<file path="config.mk">
export PLATFORM = sky130hd
export DESIGN_NAME = ysyx_24070017_mem_arbiter
export DESIGN_NICKNAME = d
export VERILOG_FILES = /design/src/rtl/ysyx_24070017_mem_arbiter_pkg.sv /design/src/rtl/ysyx_24070017_Reg.sv /design/src/rtl/ysyx_24070017_rr_arb2.sv /design/src/rtl/ysyx_24070017_mem_arbiter.sv
export SDC_FILE = /design/constraint.sdc
export NUM_CORES = 1
export LEC_CHECK = 0
export ABC_CLOCK_PERIOD_IN_PS = 4400
export CAP_MARGIN = 40
export CORE_ASPECT_RATIO = 1.2
export CORE_MARGIN = 4
export CORE_UTILIZATION = 43
export CTS_CLUSTER_DIAMETER = 40
export DETAILED_ROUTE_END_ITERATION = 8
export GPL_TIMING_DRIVEN = 0
export PLACE_DENSITY = 0.87
export SYNTH_ARGS = -nofsm -noshare
export SYNTH_HDL_FRONTEND = slang
export SYNTH_HIERARCHICAL = 1
export SYNTH_SLANG_ARGS = --single-unit
</file>
<file path="constraint.sdc">
create_clock -name clk -period 4.4 [get_ports clk]
set_input_delay 0.88 -clock clk [delete_from_list [all_inputs] [get_ports clk]]
set_output_delay 0.88 -clock clk [all_outputs]
set_load 0.05 [all_outputs]
</file>
<file path="src/rtl/ysyx_24070017_mem_arbiter_pkg.sv">
// Shared encodings for the IFU/LSU memory arbiter: FSM states, owner IDs, word width.
`ifndef ysyx_24070017_WORD_LENGTH
`define ysyx_24070017_WORD_LENGTH 32
`endif

package ysyx_24070017_mem_arbiter_pkg;
  localparam int WORD_LENGTH = `ysyx_24070017_WORD_LENGTH;

  typedef enum logic [1:0] {
    ST_IDLE = 2'd0,
    ST_REQ  = 2'd1,
    ST_WAIT = 2'd2,
    ST_RESP = 2'd3
  } state_t;

  typedef enum logic {
    OWN_IF = 1'b0,
    OWN_LS = 1'b1
  } owner_t;
endpackage

</file>
<file path="src/rtl/ysyx_24070017_Reg.sv">
// Generic enabled register with synchronous active-high reset.
module ysyx_24070017_Reg #(
  parameter int             WIDTH     = 1,
  parameter logic [WIDTH-1:0] RESET_VAL = '0
) (
  input  logic             clk,
  input  logic             rst,
  input  logic [WIDTH-1:0] din,
  output logic [WIDTH-1:0] dout,
  input  logic             wen
);
  always_ff @(posedge clk) begin
    if (rst)      dout <= RESET_VAL;
    else if (wen) dout <= din;
  end
endmodule

</file>
<file path="src/rtl/ysyx_24070017_rr_arb2.sv">
// Two-way round-robin arbiter: a lone requester always wins, a tie goes to
// whoever was not granted last. grant[0]=IFU, grant[1]=LSU.
module ysyx_24070017_rr_arb2
  import ysyx_24070017_mem_arbiter_pkg::*;
(
  input  logic [1:0] req,
  input  owner_t     last_grant,
  output logic [1:0] grant
);
  assign grant[0] = req[0] & (~req[1] | (last_grant == OWN_LS));
  assign grant[1] = req[1] & (~req[0] | (last_grant == OWN_IF));
endmodule

</file>
<file path="src/rtl/ysyx_24070017_mem_arbiter.sv">
// Serialises IFU and LSU requests onto one memory port, one transaction in
// flight, with a watchdog that turns a silent memory into an error response.
module ysyx_24070017_mem_arbiter
  import ysyx_24070017_mem_arbiter_pkg::*;
#(
  parameter int DATA_W  = WORD_LENGTH,
  parameter int TIMEOUT = 255
) (
  input  logic                clk,
  input  logic                rst,
  input  logic                if_req_valid,
  output logic                if_req_ready,
  input  logic [DATA_W-1:0]   if_addr,
  output logic                if_resp_valid,
  output logic [DATA_W-1:0]   if_rdata,
  output logic                if_resp_err,
  input  logic                ls_req_valid,
  output logic                ls_req_ready,
  input  logic [DATA_W-1:0]   ls_addr,
  input  logic                ls_wen,
  input  logic [DATA_W-1:0]   ls_wdata,
  input  logic [DATA_W/8-1:0] ls_wmask,
  output logic                ls_resp_valid,
  output logic [DATA_W-1:0]   ls_rdata,
  output logic                ls_resp_err,
  output logic                mem_req_valid,
  input  logic                mem_req_ready,
  output logic [DATA_W-1:0]   mem_addr,
  output logic [DATA_W-1:0]   mem_wdata,
  output logic                mem_wen,
  output logic [DATA_W/8-1:0] mem_wmask,
  input  logic                mem_resp_valid,
  input  logic [DATA_W-1:0]   mem_rdata
);
  localparam int CNT_W = (TIMEOUT == 0) ? 1 : $clog2(TIMEOUT + 1);

  state_t              state, state_nx;
  owner_t              owner, last_grant;
  logic [CNT_W-1:0]    cnt;
  logic [DATA_W-1:0]   rdata_q;
  logic                err_q;
  logic [1:0]          grant;
  logic                accept, busy, resp_hit, timeout_hit;

  ysyx_24070017_rr_arb2 u_arb (
    .req        ({ls_req_valid, if_req_valid}),
    .last_grant (last_grant),
    .grant      (grant)
  );

  assign accept      = (state == ST_IDLE) && !rst && (|grant);
  assign busy        = (state == ST_REQ) || (state == ST_WAIT);
  assign resp_hit    = (state == ST_WAIT) && mem_resp_valid;
  assign timeout_hit = (TIMEOUT != 0) && busy && (cnt == CNT_W'(TIMEOUT));

  // IFU fetches are forced to reads so a stray LSU store mask never leaks.
  ysyx_24070017_Reg #(.WIDTH(DATA_W)) u_addr (
    .clk(clk), .rst(rst), .wen(accept),
    .din(grant[1] ? ls_addr : if_addr), .dout(mem_addr));
  ysyx_24070017_Reg #(.WIDTH(DATA_W)) u_wdata (
    .clk(clk), .rst(rst), .wen(accept),
    .din(grant[1] ? ls_wdata : '0), .dout(mem_wdata));
  ysyx_24070017_Reg #(.WIDTH(1)) u_wen (
    .clk(clk), .rst(rst), .wen(accept),
    .din(grant[1] & ls_wen), .dout(mem_wen));
  ysyx_24070017_Reg #(.WIDTH(DATA_W/8)) u_wmask (
    .clk(clk), .rst(rst), .wen(accept),
    .din(grant[1] ? ls_wmask : '0), .dout(mem_wmask));

  always_comb begin
    state_nx = state;
    case (state)
      ST_IDLE: if (accept) state_nx = ST_REQ;
      ST_REQ: begin
        if (timeout_hit)        state_nx = ST_RESP;
        else if (mem_req_ready) state_nx = ST_WAIT;
      end
      ST_WAIT: if (resp_hit || timeout_hit) state_nx = ST_RESP;
      ST_RESP: state_nx = ST_IDLE;
      default: state_nx = ST_IDLE;
    endcase
  end

  always_ff @(posedge clk) begin
    if (rst) begin
      state      <= ST_IDLE;
      owner      <= OWN_IF;
      last_grant <= OWN_LS;
      cnt        <= '0;
      rdata_q    <= '0;
      err_q      <= 1'b0;
    end else begin
      state <= state_nx;
      if (accept) begin
        owner <= grant[1] ? OWN_LS : OWN_IF;
        cnt   <= '0;
      end else if (busy && (cnt != {CNT_W{1'b1}})) begin
        cnt <= cnt + 1'b1;
      end
      // A response arriving on the timeout cycle takes priority over the error.
      if (resp_hit) begin
        rdata_q <= mem_wen ? '0 : mem_rdata;
        err_q   <= 1'b0;
      end else if (timeout_hit) begin
        rdata_q <= '0;
        err_q   <= 1'b1;
      end
      if (state == ST_RESP) last_grant <= owner;
    end
  end

  assign if_req_ready  = accept && grant[0];
  assign ls_req_ready  = accept && grant[1];
  assign mem_req_valid = (state == ST_REQ);
  assign if_resp_valid = (state == ST_RESP) && (owner == OWN_IF);
  assign ls_resp_valid = (state == ST_RESP) && (owner == OWN_LS);
  assign if_resp_err   = if_resp_valid && err_q;
  assign ls_resp_err   = ls_resp_valid && err_q;
  assign if_rdata      = rdata_q;
  assign ls_rdata      = rdata_q;
endmodule

</file>
# Word level (Yosys, flattened, before mapping)

Cells that the tools add are included.

Input bits: 139
Register bits after elaboration: 114
Output and inout bits: 140
Logic and storage cells: 60

Add/subtract/negate cells: 1
Equal/unequal tests: 8
Multiplexer cells: 12
Bitwise operators: 9
Reduce and logical (&&, ||, !) cells: 20

Operators with widths:

| operator                                       | count |
|---|---|
| 2-to-1 mux 32 bit                              | 5 |
| logical AND 1 bit                              | 11 |
| adder 8 x 1 -> 8 bit (second input constant)   | 1 |
| == test 8 bit (second input constant)          | 1 |
| 2-to-1 mux 2 bit                               | 4 |
| != test 8 bit (second input constant)          | 1 |
| case mux 2 bit (4 select lines)                | 1 |
| OR reduction 2 bit                             | 3 |
| == test 2 bit (second input constant)          | 2 |
| 2-to-1 mux 4 bit                               | 1 |
| inverter 1 bit                                 | 4 |
| AND 1 bit                                      | 3 |
| != test 3 x 1 -> 1 bit (second input constant) | 1 |
| AND reduction 3 bit                            | 1 |
| == test 2 x 1 -> 1 bit (second input constant) | 1 |
| logical NOT 2 bit                              | 1 |
| logical OR 1 bit                               | 2 |
| != test 2 x 1 -> 1 bit (second input constant) | 1 |
| != test 2 bit (second input constant)          | 1 |
| bitwise OR 1 bit                               | 2 |
| nonzero test 2 bit                             | 1 |
| logical NOT 1 bit                              | 1 |
| 2-to-1 mux 1 bit                               | 1 |

# Longest topological paths before layout

Gate-level depths: netlist of run 1.

Word-level depth: 7
Mapped depth: 8

# By module

The synthesis of run 1 kept the hierarchy.

Modules (own cells, without submodules):

| module                         | area an instance (um^2) | times used | cells an instance |
|---|---|---|---|
| ysyx_24070017_mem_arbiter      | 2,748.9                 | 1          | 302 |
| ysyx_24070017_Reg (u_addr ...) | 1,163.6                 | 2          | 103 |
| ysyx_24070017_Reg (u_wmask)    | 140.1                   | 1          | 13 |
| ysyx_24070017_Reg (u_wen)      | 33.8                    | 1          | 3 |
| ysyx_24070017_rr_arb2          | 18.8                    | 1          | 3 |

# Worst setup path before layout of run 1

No wires, ideal clock.

Path type: input to output
From: input ls_req_valid
To: output ls_req_ready
Buffers on the path: 1
Path slack: 1.351 ns
Stages: 5
Data arrival time: 2.169 ns
Cells stage by stage: a21boi_0 -> buf_2 -> o21ai_0 -> nor2_1 -> and2_1

Word-level cells in the longest chain between the ends: 6
Elaborated cells on any way between the ends: 7

RTL lines:

| element                | RTL line                         | RTL |
|---|---|---|
| start, declared        | ysyx_24070017_mem_arbiter.sv:17  | `input logic ls_req_valid,` |
| inverter 1 bit         | ysyx_24070017_rr_arb2.sv:10      | `assign grant[0] = req[0] & (~req[1] \| (last_grant == OWN_LS));` |
| bitwise OR 1 bit       | ysyx_24070017_rr_arb2.sv:10      |  |
| AND 1 bit              | ysyx_24070017_rr_arb2.sv:10      |  |
| OR reduction 2 bit (*) | ysyx_24070017_mem_arbiter.sv:51  | `assign accept = (state == ST_IDLE) && !rst && (\|grant);` |
| logical AND 1 bit (*)  | ysyx_24070017_mem_arbiter.sv:51  |  |
| net accept             | ysyx_24070017_mem_arbiter.sv:43  | `logic accept, busy, resp_hit, timeout_hit;` |
| logical AND 1 bit (*)  | ysyx_24070017_mem_arbiter.sv:113 | `assign ls_req_ready = accept && grant[1];` |
| end, declared          | ysyx_24070017_mem_arbiter.sv:18  | `output logic ls_req_ready,` |

The timed path passes the listed nets; every way through them passes the cells marked *.

# Final worst setup path of run 1

From: input ls_req_valid
To: output ls_req_ready

Elaborated cells on any way between the ends: 7

RTL lines:

| element            | RTL line                         | RTL |
|---|---|---|
| AND 1 bit          | ysyx_24070017_rr_arb2.sv:11      | `assign grant[1] = req[1] & (~req[0] \| (last_grant == OWN_IF));` |
| net grant[1]       | ysyx_24070017_mem_arbiter.sv:42  | `logic [1:0] grant;` |
| OR reduction 2 bit | ysyx_24070017_mem_arbiter.sv:51  |  |
| logical AND 1 bit  | ysyx_24070017_mem_arbiter.sv:51  |  |
| net accept         | ysyx_24070017_mem_arbiter.sv:43  |  |
| logical AND 1 bit  | ysyx_24070017_mem_arbiter.sv:113 |  |

The timed path passes the listed nets, and every way through them passes these cells.

==> results of run 1 <==
==> cell families (layout without fill, tap and decap cells) <==
family	count (synthesis)	in the layout	synth area share (%)
multiplexers	104	104	20.5
XOR/XNOR	4	4	0.665
buffers and inverters	77	387	10.8
AND/OR/NAND/NOR	168	168	14.8
adder cells (fa/ha/maj)	5	5	1.19
AO/OA/AOI/OAI	55	55	8.74
flip-flops	114	114	43.3
==> routing by layer <==
| metal | GRT usage (%) | vias up |
|---|---|---|
| met3 | 7.97 | 24 |
| met1 | 23.8 | 2210 |
| met2 | 40.0 | 209 |
| li1 | - | 2349 |
| met4 | 8.54 | 0 |
| met5 | 0 | - |
==> stage by stage <==
| stage | hold slack [ns] | TNS, ns | instance area, µm² | worst slack [ns] |
|---|---|---|---|---|
| 3_3_place_gp | 0.464 | -0.446 | 8250 | -0.255 |
| 2_1_floorplan | 0.454 | 0 | 5270 | 1.35 |
| 3_5_place_dp | 0.482 | -0.441 | 8250 | -0.253 |
| 5_1_grt | 0.522 | 0 | 8840 | 0.175 |
| 4_1_cts | 0.496 | 0 | 8840 | 0.000509 |
| 6_report | 0.488 | 0 | 8840 | 0.288 |
==> worst max-delay path: cells and delay by family <==
| family | cells | cell delay, ns |
|---|---|---|
| buf+inv | 3 | 1.32 |
| simple gates | 2 | 0.70 |
| compound gates | 2 | 0.33 |
==> cell usage after synthesis (2+ instances only) <==
library cell | number | area share (%)
o21ai_0 | 5 | 0.47
buf_4 | 32 | 4.6
buf_6 | 6 | 1.3
nor3_1 | 2 | 0.19
nand2_1 | 3 | 0.21
buf_12 | 6 | 2.3
a21oi_1 | 2 | 0.19
a22oi_2 | 6 | 1.4
xor2_1 | 3 | 0.50
mux2_2 | 32 | 6.8
a31oi_1 | 2 | 0.24
dfxtp_1 | 114 | 43
ha_1 | 5 | 1.2
nand3_1 | 2 | 0.19
o2111ai_1 | 2 | 0.33
and4_1 | 2 | 0.33
mux2i_1 | 72 | 14
nor2_1 | 111 | 7.9
inv_1 | 10 | 0.71
nand2b_1 | 2 | 0.24
buf_2 | 4 | 0.38
a22oi_1 | 26 | 3.7
and2_1 | 39 | 4.6
clkbuf_1 | 17 | 1.2
and3_1 | 3 | 0.36
==> final cells by class <==
class                      count  area [µm²]  share of cell area, %
tap                          161         201                   2.28
sequential                   114        2280                   25.8
multi-input combinational    336        2420                   27.4
buffer                        67         531                   6.00
clock inverter                15         163                   1.84
inverter                      10        37.5                  0.424
timing repair buffer         278        2780                   31.5
clock buffer                  17         425                   4.81
==> how the worst max path moves through the flow <==
stage | slack [ns] | end | from
5_1_grt | 0.17 | ls_req_ready | ls_req_valid
6_report | 0.29 | ls_req_ready | ls_req_valid
3_5_place_dp | -0.25 | ls_req_ready | ls_req_valid
3_3_place_gp | -0.26 | ls_req_ready | ls_req_valid
4_1_cts | 0.0005 | if_req_ready | ls_req_valid
2_1_floorplan | 1.35 | ls_req_ready | ls_req_valid
==> state kept, by name, summed over array words and instances (netlist names) <==
| register | count |
|---|---|
| if_rdata | 32 |
| cnt | 8 |
| last_grant | 1 |
| u_wdata/dout | 32 |
| u_addr/dout | 32 |
| state | 2 |
| err_q | 1 |
| u_wen/dout | 1 |
| u_wmask/dout | 4 |
| owner | 1 |
==> report_power, final <==
group | leakage [nW] | internal [mW] | switching, mW | total [mW]
sequential | 0.924 | 1.13 | 0.0700 | 1.20
combinational | 2.23 | 0.625 | 0.783 | 1.41
clock | 0.268 | 0.836 | 0.497 | 1.33
==> what timing repair did <==
item	CTS	global route
endpoints found under the setup margin	2	1
hold buffers	0	0
endpoints found under the hold margin	0	0
resized for setup	2	1
==> summary.txt, run 1 <==
Routing
  • Via density: 4.80
  • Highest metal used: met4
  • Overall routed net length: 16000 µm
  • Final antenna-violating net count: 0
  • Wire length on met3: 1360 µm
  • Vias: 4792
  • Remaining DRCs: 0
  • DRT Pass-1 Iters: 4
  • WL/cell: 16.0 µm
  • Routed wl met2: 8270 µm
  • Initial DRC Count: 140
  • Metal1 wirelength: 6030 µm

Global routing
  • Total Routing Usage GR: 22.3%
  • First-pass GRT wire length: 24800 µm
  • Initial antenna violation count: 0
  • Largest net degree at the start of global routing: 19
  • Number of global-route vias before repair: 5210
  • GR Overflow Total: 0

Placement
  • Post-DP HPWL: 12600 µm
  • Final Wtd Congestion: 0.805
  • PortBufs: 278
  • DP Cell Count: 966

Worst setup path
  • Reg2reg end: u_wdata/dout[7]$_SDFFE_PP0P_
  • Crit Path Category: input pin to output pin
  • Reg2reg path depth: 8
  • Crit path arrival time: 3.23 ns
  • Crit path max-delay cell type: dlygate4sd2_1
  • Worst Path Required: 3.52 ns
  • Largest stage delay, worst path: 0.57 ns
  • Crit. End Element: output pin
  • CP Launch Type: input pin
  • Worst r2r src: last_grant$_SDFFE_PP1N_
  • R2R setup slack: 2.29 ns
  • Crit-path max FO: 9
  • Critical Path, Cell by Cell: clkdlybuf4s50_1, a21boi_0, buf_2, o21ai_0, nor2_2, and2_1, dlygate4sd2_1

Run status
  • Status: complete, no violations

Finish
  • Most common cell after layout, fill and taps aside: clkdlybuf4s50_1
  • Core Util, Final: 73.4%
  • P&R area growth vs syn: 67.9%
  • Most frequent cells in the layout: 276 x clkdlybuf4s50_1, 114 x dfxtp_1, 110 x nor2_1, 72 x mux2i_1, 39 x and2_1
  • ANT cells: 0
  • # fillers: 822
  • Nets@finish: 968
  • Non-filler cells, final: 998
  • Share of cells above drive strength 1: 15.1%

Synth
  • Yosys warnings: 6
  • Post-synth EDFFs: 0
  • FF+latch count, synth: 114
  • Syn Nets: 671
  • Synth Instances: 527
  • Register area share after synthesis: 43.3%
  • Synth unique cells: 44
  • Mean post-synth cell area: 10.0 µm²
  • Mapped Area: 0.00527 mm²
  • Async S/R FF share, synth: 0%
  • Top FF cell, synth: dfxtp_1

Clock tree
  • TritonCTS clock tree: yes
  • Clock Latency Late Sink: 0.40 ns
  • Clock Sinks: 114
  • Post-CTS Setup Inserts: 0
  • Clock transition at path regs: 0.05 ns
  • CTS root buffer: clkbuf_16
  • Num CTS Buffers: 17
  • Clock buffer depth: 2
  • CTS HTree Levels: 4

Floorplanning
  • Die ar.: 0.0141 mm²
  • Starting density of the core: 43.7%
  • I/O pin total: 279
  • Core ar.: 0.0121 mm²
  • Chip width: 109 µm
  • Die height: 129 µm
  • Num rows: 44

Flow run
  • Max-cap violations: 0

Min path
  • Hold Path Origin: u_wdata/dout[18]$_SDFFE_PP0P_
  • Worst min-delay path class: flip-flop to flip-flop
  • WHS Endpoint: u_wdata/dout[18]$_SDFFE_PP0P_
  • Hold-critical path depth: 2

Power and ir drop
  • Power Total: 3.94 mW
  • Lkg Pwr: 3.42 nW
  • VDD IR-drop max: 0.246 mV
  • PwrDens: 445 mW/mm²

STA
  • Measured slew at the worst slew-check pin: 0.794 ns
  • Rel. slew slack: 46.9%
  • F_max: 243 MHz
  • Fin crit share: 93.5%
  • Final Critical Period: 4.11 ns
  • Slew Limit Fails: 0
  • Final setup vio count: 0
  • Hold Vio Cnt, Final: 0
  • RSZ-0062 raised after global routing: no
  • Fin Clk Skew: 0.0102 ns
Power figures use the tool's default switching activity.
==> run 2: changes to the inputs <==
==> constraint.sdc (replaced) <==
create_clock -name clk -period 4.4 [get_ports clk]
set_input_delay 0.88 -clock clk [delete_from_list [all_inputs] [get_ports clk]]
set_output_delay 0.88 -clock clk [all_outputs]
set_load 0.005 [all_outputs]
==> run 2 against run 1 <==
Sequential power is essentially flat. Sequential share of layout area is essentially flat. Die area did not move. Fmax increased by 0.13%. Critical path depth unchanged. Setup slack improved by 0.0052 ns.
==> summary.txt, run 2 (synthesis results as in run 1) <==
Power and ir drop
  • PwrDens: 403 mW/mm² (was 445 mW/mm²)
  • Power Total: 3.56 mW (was 3.94 mW)
  • Switching Fraction: 27.2% (was 34.3%)
  • Power share of the combinational group: 28.9% (was 35.7%)
  • Lkg Pwr: 3.40 nW (was 3.42 nW)
  • Clock share of power: 37.4% (was 33.8%)
  • VDD IR-drop max: 0.195 mV (was 0.246 mV)
  • Sequential group share of total power: 33.7% (was 30.4%)
  • Internal power: 2.59 mW (about the same)
  • NetSw: 0.970 mW (was 1.35 mW)

Placement
  • Final Wtd Congestion: 0.805 (unchanged)
  • Post-DP Area: 0.00825 mm² (unchanged)
  • Post-DP HPWL: 12600 µm (unchanged)
  • DP Cell Count: 966 (unchanged)
  • PortBufs: 278 (unchanged)

Worst setup path
  • Largest stage delay, worst path: 0.56 ns (was 0.57 ns)
  • Critical Path, Cell by Cell: clkdlybuf4s50_1, a21boi_0, buf_2, o21ai_0, nor2_2, and2_1, clkdlybuf4s50_1 (was clkdlybuf4s50_1, a21boi_0, buf_2, o21ai_0, nor2_2, and2_1, dlygate4sd2_1)
  • CP top delay family: buffers and inverters (unchanged)
  • Crit-path max FO: 9 (unchanged)
  • Crit path arrival time: 3.23 ns (about the same)
  • Worst Path Required: 3.52 ns (about the same)
  • Crit path max-delay cell type: clkdlybuf4s50_1 (was dlygate4sd2_1)
  • Crit. End Element: output pin (unchanged)
  • Worst path most repeated cell: clkdlybuf4s50_1
  • Crit Path Category: input pin to output pin (unchanged)
  • CP Buf/Inv Count: 3 (unchanged)
  • CP Launch Type: input pin (unchanged)

Global routing
  • Initial antenna violation count: 0 (unchanged)
  • Largest net degree at the start of global routing: 19 (unchanged)
  • Total Routing Usage GR: 22.3% (unchanged)
  • Number of global-route vias before repair: 5210 (unchanged)
  • First-pass GRT wire length: 24800 µm (unchanged)
  • GR Overflow Total: 0 (unchanged)

Routing
  • Remaining DRCs: 0 (unchanged)
  • Vias: 4816 (was 4792)
  • Overall routed net length: 16000 µm (about the same)
  • DRT Pass-1 Iters: 5 (was 4)
  • WL/cell: 16.0 µm (about the same)
  • Via density: 4.83 (was 4.80)
  • Final antenna-violating net count: 0 (unchanged)
  • Initial DRC Count: 139 (was 140)

Finish
  • Non-filler cells, final: 998 (unchanged)
  • Share of cells above drive strength 1: 15.1% (unchanged)
  • Final Cell Area: 0.00884 mm² (about the same)
  • Most common cell after layout, fill and taps aside: clkdlybuf4s50_1 (unchanged)
  • ANT cells: 0 (unchanged)
  • Nets@finish: 968 (unchanged)
  • Most frequent cells in the layout: 278 x clkdlybuf4s50_1, 114 x dfxtp_1, 110 x nor2_1, 72 x mux2i_1, 39 x and2_1 (was 276 x clkdlybuf4s50_1, 114 x dfxtp_1, 110 x nor2_1, 72 x mux2i_1, 39 x and2_1)
  • P&R area growth vs syn: 67.8% (was 67.9%)

Clock tree
  • TritonCTS clock tree: yes (unchanged)
  • Clock Sinks: 114 (unchanged)
  • CTS root buffer: clkbuf_16 (unchanged)
  • Num CTS Buffers: 17 (unchanged)
  • CTS HTree Levels: 4 (unchanged)
  • Clock Latency Late Sink: 0.40 ns (about the same)
  • Clock transition at path regs: 0.05 ns (about the same)
  • Hold Buf Count CTS: 0 (unchanged)
  • Clock buffer depth: 2 (unchanged)

Run status
  • Status: complete, no violations (unchanged)

STA
  • Fin crit share: 93.3% (was 93.5%)
  • F_max: 243 MHz (about the same)
  • Measured slew at the worst slew-check pin: 0.792 ns (was 0.794 ns)
  • Hold Vio Cnt, Final: 0 (unchanged)
  • Final Critical Period: 4.11 ns (about the same)
  • Slew Limit Fails: 0 (unchanged)
  • Fin Clk Skew: 0.00969 ns (was 0.0102 ns)
  • Final setup vio count: 0 (unchanged)
  • RSZ-0062 raised after global routing: no (unchanged)
  • Rel. slew slack: 47.1% (was 46.9%)
  • Setup TNS Final: 0 ns (unchanged)

Floorplanning
  • Core ar.: 0.0121 mm² (unchanged)
  • Starting density of the core: 43.7% (unchanged)
  • Die height: 129 µm (unchanged)
  • Chip width: 109 µm (unchanged)
  • Num rows: 44 (unchanged)
  • I/O pin total: 279 (unchanged)
  • Die ar.: 0.0141 mm² (unchanged)

Min path
  • Worst min-delay path class: flip-flop to flip-flop (unchanged)

Flow run
  • Max-cap violations: 0 (unchanged)
## run 2: cell types whose count changed in the layout (fill, tap and decap cells not counted), sizes merged
cell,delta
clkdlybuf4s50,+2
dlygate4sd2,-1
dlymetal6s2s,-1
## run 2: worst register-to-register path, stage by stage, from the launching register on
cell,delay (ns)
dfxtp_1,0.32
a21boi_0,0.14
buf_2,0.27
o21ai_0,0.17
nor2_2,0.43
buf_6,0.22
buf_12,0.15
mux2i_1,0.22
nor2_1,0.06
## run 2: power by group through the flow
stage                     Sequential, mW  Clock, mW  Combinational [mW]
after floorplan                     1.21          0               0.572
after global placement              1.21          0                1.01
after detailed placement            1.22          0                1.03
after CTS                           1.20       1.35                1.04
after global routing                1.21       1.40                1.11
final                               1.20       1.33                1.03
## run 2: routing by layer
| layer | vias up | GRT usage, % | part of all wire [%] |
|---|---|---|---|
| met1 | 2229 | 23.8 | 38 |
| met5 | - | 0 | 0 |
| met2 | 213 | 40.0 | 52 |
| met4 | 0 | 8.54 | 2.0 |
| li1 | 2350 | - | - |
| met3 | 24 | 7.97 | 8.5 |
## run 2: cell type report
type	instances	area (µm²)
fillers	821	3210
repair buffers	278	2780
multi-input cells	336	2420
flip-flops and latches	114	2280
plain buffers	67	531
clock buffers	17	425
well taps	161	201
clock inverters	15	163
inverters	10	37.5
## run 2: repair_timing
| item | in CTS | in global routing |
|---|---|---|
| endpoints found under the hold margin | 0 | 0 |
| gates resized for setup | 0 | 1 |
| buffers inserted | 0 | 0 |
| setup endpoints to repair | 0 | 2 |
## run 2: per-stage QoR
stage	utilization, %	worst slack, ns	hold slack (ns)
floorplan	-	1.65	0.454
global placement	68.5	0.0456	0.464
detailed placement	68.5	0.0478	0.482
CTS	73.3	0.0291	0.496
global route	73.3	0.194	0.522
finish	73.3	0.293	0.488
## run 2: worst paths after layout
path                                      start                       endpoint  slack, ns  cells after the start
setup / recovery                   ls_req_valid                   ls_req_ready       0.29                      7
hold / removal    u_wdata/dout[18]$_SDFFE_PP0P_  u_wdata/dout[18]$_SDFFE_PP0P_       0.49                      2
setup reg to reg        last_grant$_SDFFE_PP1N_   u_wdata/dout[7]$_SDFFE_PP0P_       2.29                      8
hold reg to reg   u_wdata/dout[18]$_SDFFE_PP0P_  u_wdata/dout[18]$_SDFFE_PP0P_       0.49                      2
==> run 3: changes to the inputs <==
Settings changed: CORE_UTILIZATION 43 to 37, MAX_ROUTING_LAYER set to met4, PLACE_DENSITY 0.87 to 0.76.
==> run 3 against run 2 <==
Register-to-register slack better by 0.04 ns. Non-clock buffer count is 1 higher. Count of clock-buffer cells in the layout increased by 3. First-iteration DRC count up 53%. Design area increased by 1.4%. Hold slack improved by 0.0044 ns. Sequential power barely moved. Power grew 7.3%. Sequential share of layout area decreased by 0.36 points. Via count is 0.44% lower. Largest power group unchanged.
==> summary.txt, run 3 (synthesis results as in run 1) <==
Run status
  • Status: complete, no violations (unchanged)

Flow run
  • Max-cap violations: 0 (unchanged)

Routing
  • Initial DRC Count: 212 (was 139)
  • DRT Pass-1 Iters: 5 (unchanged)
  • Overall routed net length: 16300 µm (was 16000 µm)
  • Remaining DRCs: 0 (unchanged)
  • Vias: 4795 (was 4816)
  • Via density: 4.75 (was 4.83)
  • WL/cell: 16.1 µm (was 16.0 µm)
  • Final antenna-violating net count: 0 (unchanged)

Power and ir drop
  • VDD IR-drop max: 0.232 mV (was 0.195 mV)
  • PwrDens: 426 mW/mm² (was 403 mW/mm²)
  • Power Total: 3.82 mW (was 3.56 mW)
  • Lkg Pwr: 3.46 nW (was 3.40 nW)

Global routing
  • Initial antenna violation count: 0 (unchanged)
  • Total Routing Usage GR: 20.4% (was 22.3%)
  • GR Overflow Total: 0 (unchanged)
  • Number of global-route vias before repair: 5183 (was 5210)
  • First-pass GRT wire length: 25600 µm (was 24800 µm)
  • Largest net degree at the start of global routing: 19 (unchanged)

STA
  • F_max: 248 MHz (was 243 MHz)
  • Rel. slew slack: 54.1% (was 47.1%)
  • Hold Vio Cnt, Final: 0 (unchanged)
  • RSZ-0062 raised after global routing: no (unchanged)
  • Measured slew at the worst slew-check pin: 0.686 ns (was 0.792 ns)
  • Fin crit share: 91.7% (was 93.3%)
  • Fin Clk Skew: 0.0121 ns (was 0.00969 ns)
  • Final Critical Period: 4.04 ns (was 4.11 ns)
  • Final setup vio count: 0 (unchanged)
  • Slew Limit Fails: 0 (unchanged)

Finish
  • ANT cells: 0 (unchanged)
  • Most frequent cells in the layout: 278 x clkdlybuf4s50_1, 114 x dfxtp_1, 111 x nor2_1, 72 x mux2i_1, 39 x and2_1 (was 278 x clkdlybuf4s50_1, 114 x dfxtp_1, 110 x nor2_1, 72 x mux2i_1, 39 x and2_1)
  • Nets@finish: 969 (was 968)
  • P&R area growth vs syn: 70.2% (was 67.8%)
  • Core Util, Final: 64.6% (was 73.3%)
  • Share of cells above drive strength 1: 15.0% (was 15.1%)
  • Most common cell after layout, fill and taps aside: clkdlybuf4s50_1 (unchanged)
  • Final Cell Area: 0.00897 mm² (was 0.00884 mm²)

Placement
  • PortBufs: 278 (unchanged)
  • Post-DP Area: 0.00827 mm² (was 0.00825 mm²)
  • Final Wtd Congestion: 0.841 (was 0.805)
  • Post-DP HPWL: 12600 µm (about the same)

Worst setup path
  • Crit-path max FO: 9 (unchanged)
  • CP Buf/Inv Count: 4 (was 3)
  • Crit Path Category: input pin to output pin (unchanged)
  • Worst path most repeated cell: clkdlybuf4s50_1 (unchanged)
  • CP top delay family: buffers and inverters (unchanged)
  • Critical Path, Cell by Cell: clkdlybuf4s50_1, a21boi_0, buf_2, o21ai_0, nor2_1, buf_4, and2_1, clkdlybuf4s50_1 (was clkdlybuf4s50_1, a21boi_0, buf_2, o21ai_0, nor2_2, and2_1, clkdlybuf4s50_1)
  • Crit path max-delay cell type: clkdlybuf4s50_1 (unchanged)
  • Crit. End Element: output pin (unchanged)
  • CP Launch Type: input pin (unchanged)
  • Crit path arrival time: 3.16 ns (was 3.23 ns)
  • Worst Path Required: 3.52 ns (about the same)
  • Largest stage delay, worst path: 0.55 ns (was 0.56 ns)

Clock tree
  • TritonCTS clock tree: yes (unchanged)
  • Clock Latency Late Sink: 0.41 ns (was 0.40 ns)
  • Post-CTS Setup Inserts: 0 (unchanged)
  • Clock transition at path regs: 0.05 ns (about the same)
  • Num CTS Buffers: 17 (unchanged)
  • Hold Buf Count CTS: 0 (unchanged)
  • Clock Sinks: 114 (unchanged)
  • Post_cts resized: 0 (unchanged)
  • CTS root buffer: clkbuf_16 (unchanged)
  • Clock buffer depth: 2 (unchanged)
  • CTS HTree Levels: 4 (unchanged)

Floorplanning
  • Num rows: 47 (was 44)
  • Starting density of the core: 38.0% (was 43.7%)
  • I/O pin total: 279 (unchanged)
  • Die height: 139 µm (was 129 µm)
  • Die ar.: 0.0162 mm² (was 0.0141 mm²)
  • Core ar.: 0.0139 mm² (was 0.0121 mm²)
  • Chip width: 117 µm (was 109 µm)

Min path
  • Worst min-delay path class: flip-flop to flip-flop (unchanged)
-- run 3: changes by cell type in the layout (fill, tap and decap cells not counted) --
| cell | delta |
|---|---|
| inv_6 | -1 |
| nor2_1 | +1 |
| bufinv_16 | +4 |
| nor2_2 | -1 |
| clkinvlp_4 | -2 |
| clkbuf_8 | +3 |
| clkinv_4 | -3 |
| buf_4 | +1 |
| clkinv_2 | -1 |
-- run 3: metal layers --
layer | global-route usage, % | vias up | share of wire, %
met4 | 6.88 | 0 | 2.0
li1 | - | 2355 | -
met2 | 34.6 | 217 | 50
met5 | - | - | 0
met1 | 22.8 | 2198 | 41
met3 | 5.50 | 25 | 6.9
-- run 3: area by class of cell --
| type | count | area, µm² |
|---|---|---|
| Clock buffer | 20 | 467 |
| Buffer | 67 | 531 |
| Clock inverter | 12 | 228 |
| Sequential cell | 114 | 2280 |
| Timing Repair Buffer | 279 | 2790 |
| Fill cell | 1105 | 4910 |
| Multi-Input combinational cell | 336 | 2420 |
| Inverter | 10 | 37.5 |
| Tap cell | 171 | 214 |
-- run 3: final timing paths --
| check | slack (ns) | start | depth (start not counted) | end |
|---|---|---|---|---|
| worst min register to register | 0.49 | u_addr/dout[28]$_SDFFE_PP0P_ | 2 | u_addr/dout[28]$_SDFFE_PP0P_ |
| worst max-delay path | 0.36 | ls_req_valid | 8 | ls_req_ready |
| worst min-delay path | 0.49 | u_addr/dout[28]$_SDFFE_PP0P_ | 2 | u_addr/dout[28]$_SDFFE_PP0P_ |
| worst max register to register | 2.33 | last_grant$_SDFFE_PP1N_ | 9 | u_addr/dout[19]$_SDFFE_PP0P_ |
-- run 3: power breakdown --
| part | leakage, nW | switching [mW] | internal, mW |
|---|---|---|---|
| Clock | 0.325 | 0.480 | 1.11 |
| Combinational | 2.21 | 0.409 | 0.627 |
| Sequential | 0.924 | 0.0677 | 1.13 |
| Total | 3.46 | 0.957 | 2.87 |
-- run 3: worst reg2reg max path: cells and delay by family, from the launching register on --
family / cells / cell delay (ns)
AO/OA/AOI/OAI: 2 / 0.31
buffers and inverters: 4 / 0.83
multiplexers: 1 / 0.22
AND/OR/NAND/NOR: 2 / 0.25
flip-flops: 1 / 0.32
-- run 3: metrics by stage --
stage / TNS (ns) / hold slack [ns] / instances / setup WS, ns
3_3_place_gp: -0.0985 / 0.474 / 976 / -0.0985
4_1_cts: 0 / 0.495 / 1009 / 0.301
2_1_floorplan: 0 / 0.454 / 527 / 1.65
5_1_grt: 0 / 0.512 / 1009 / 0.164
3_5_place_dp: 0 / 0.485 / 977 / 0.310
6_report: 0 / 0.493 / 1009 / 0.364
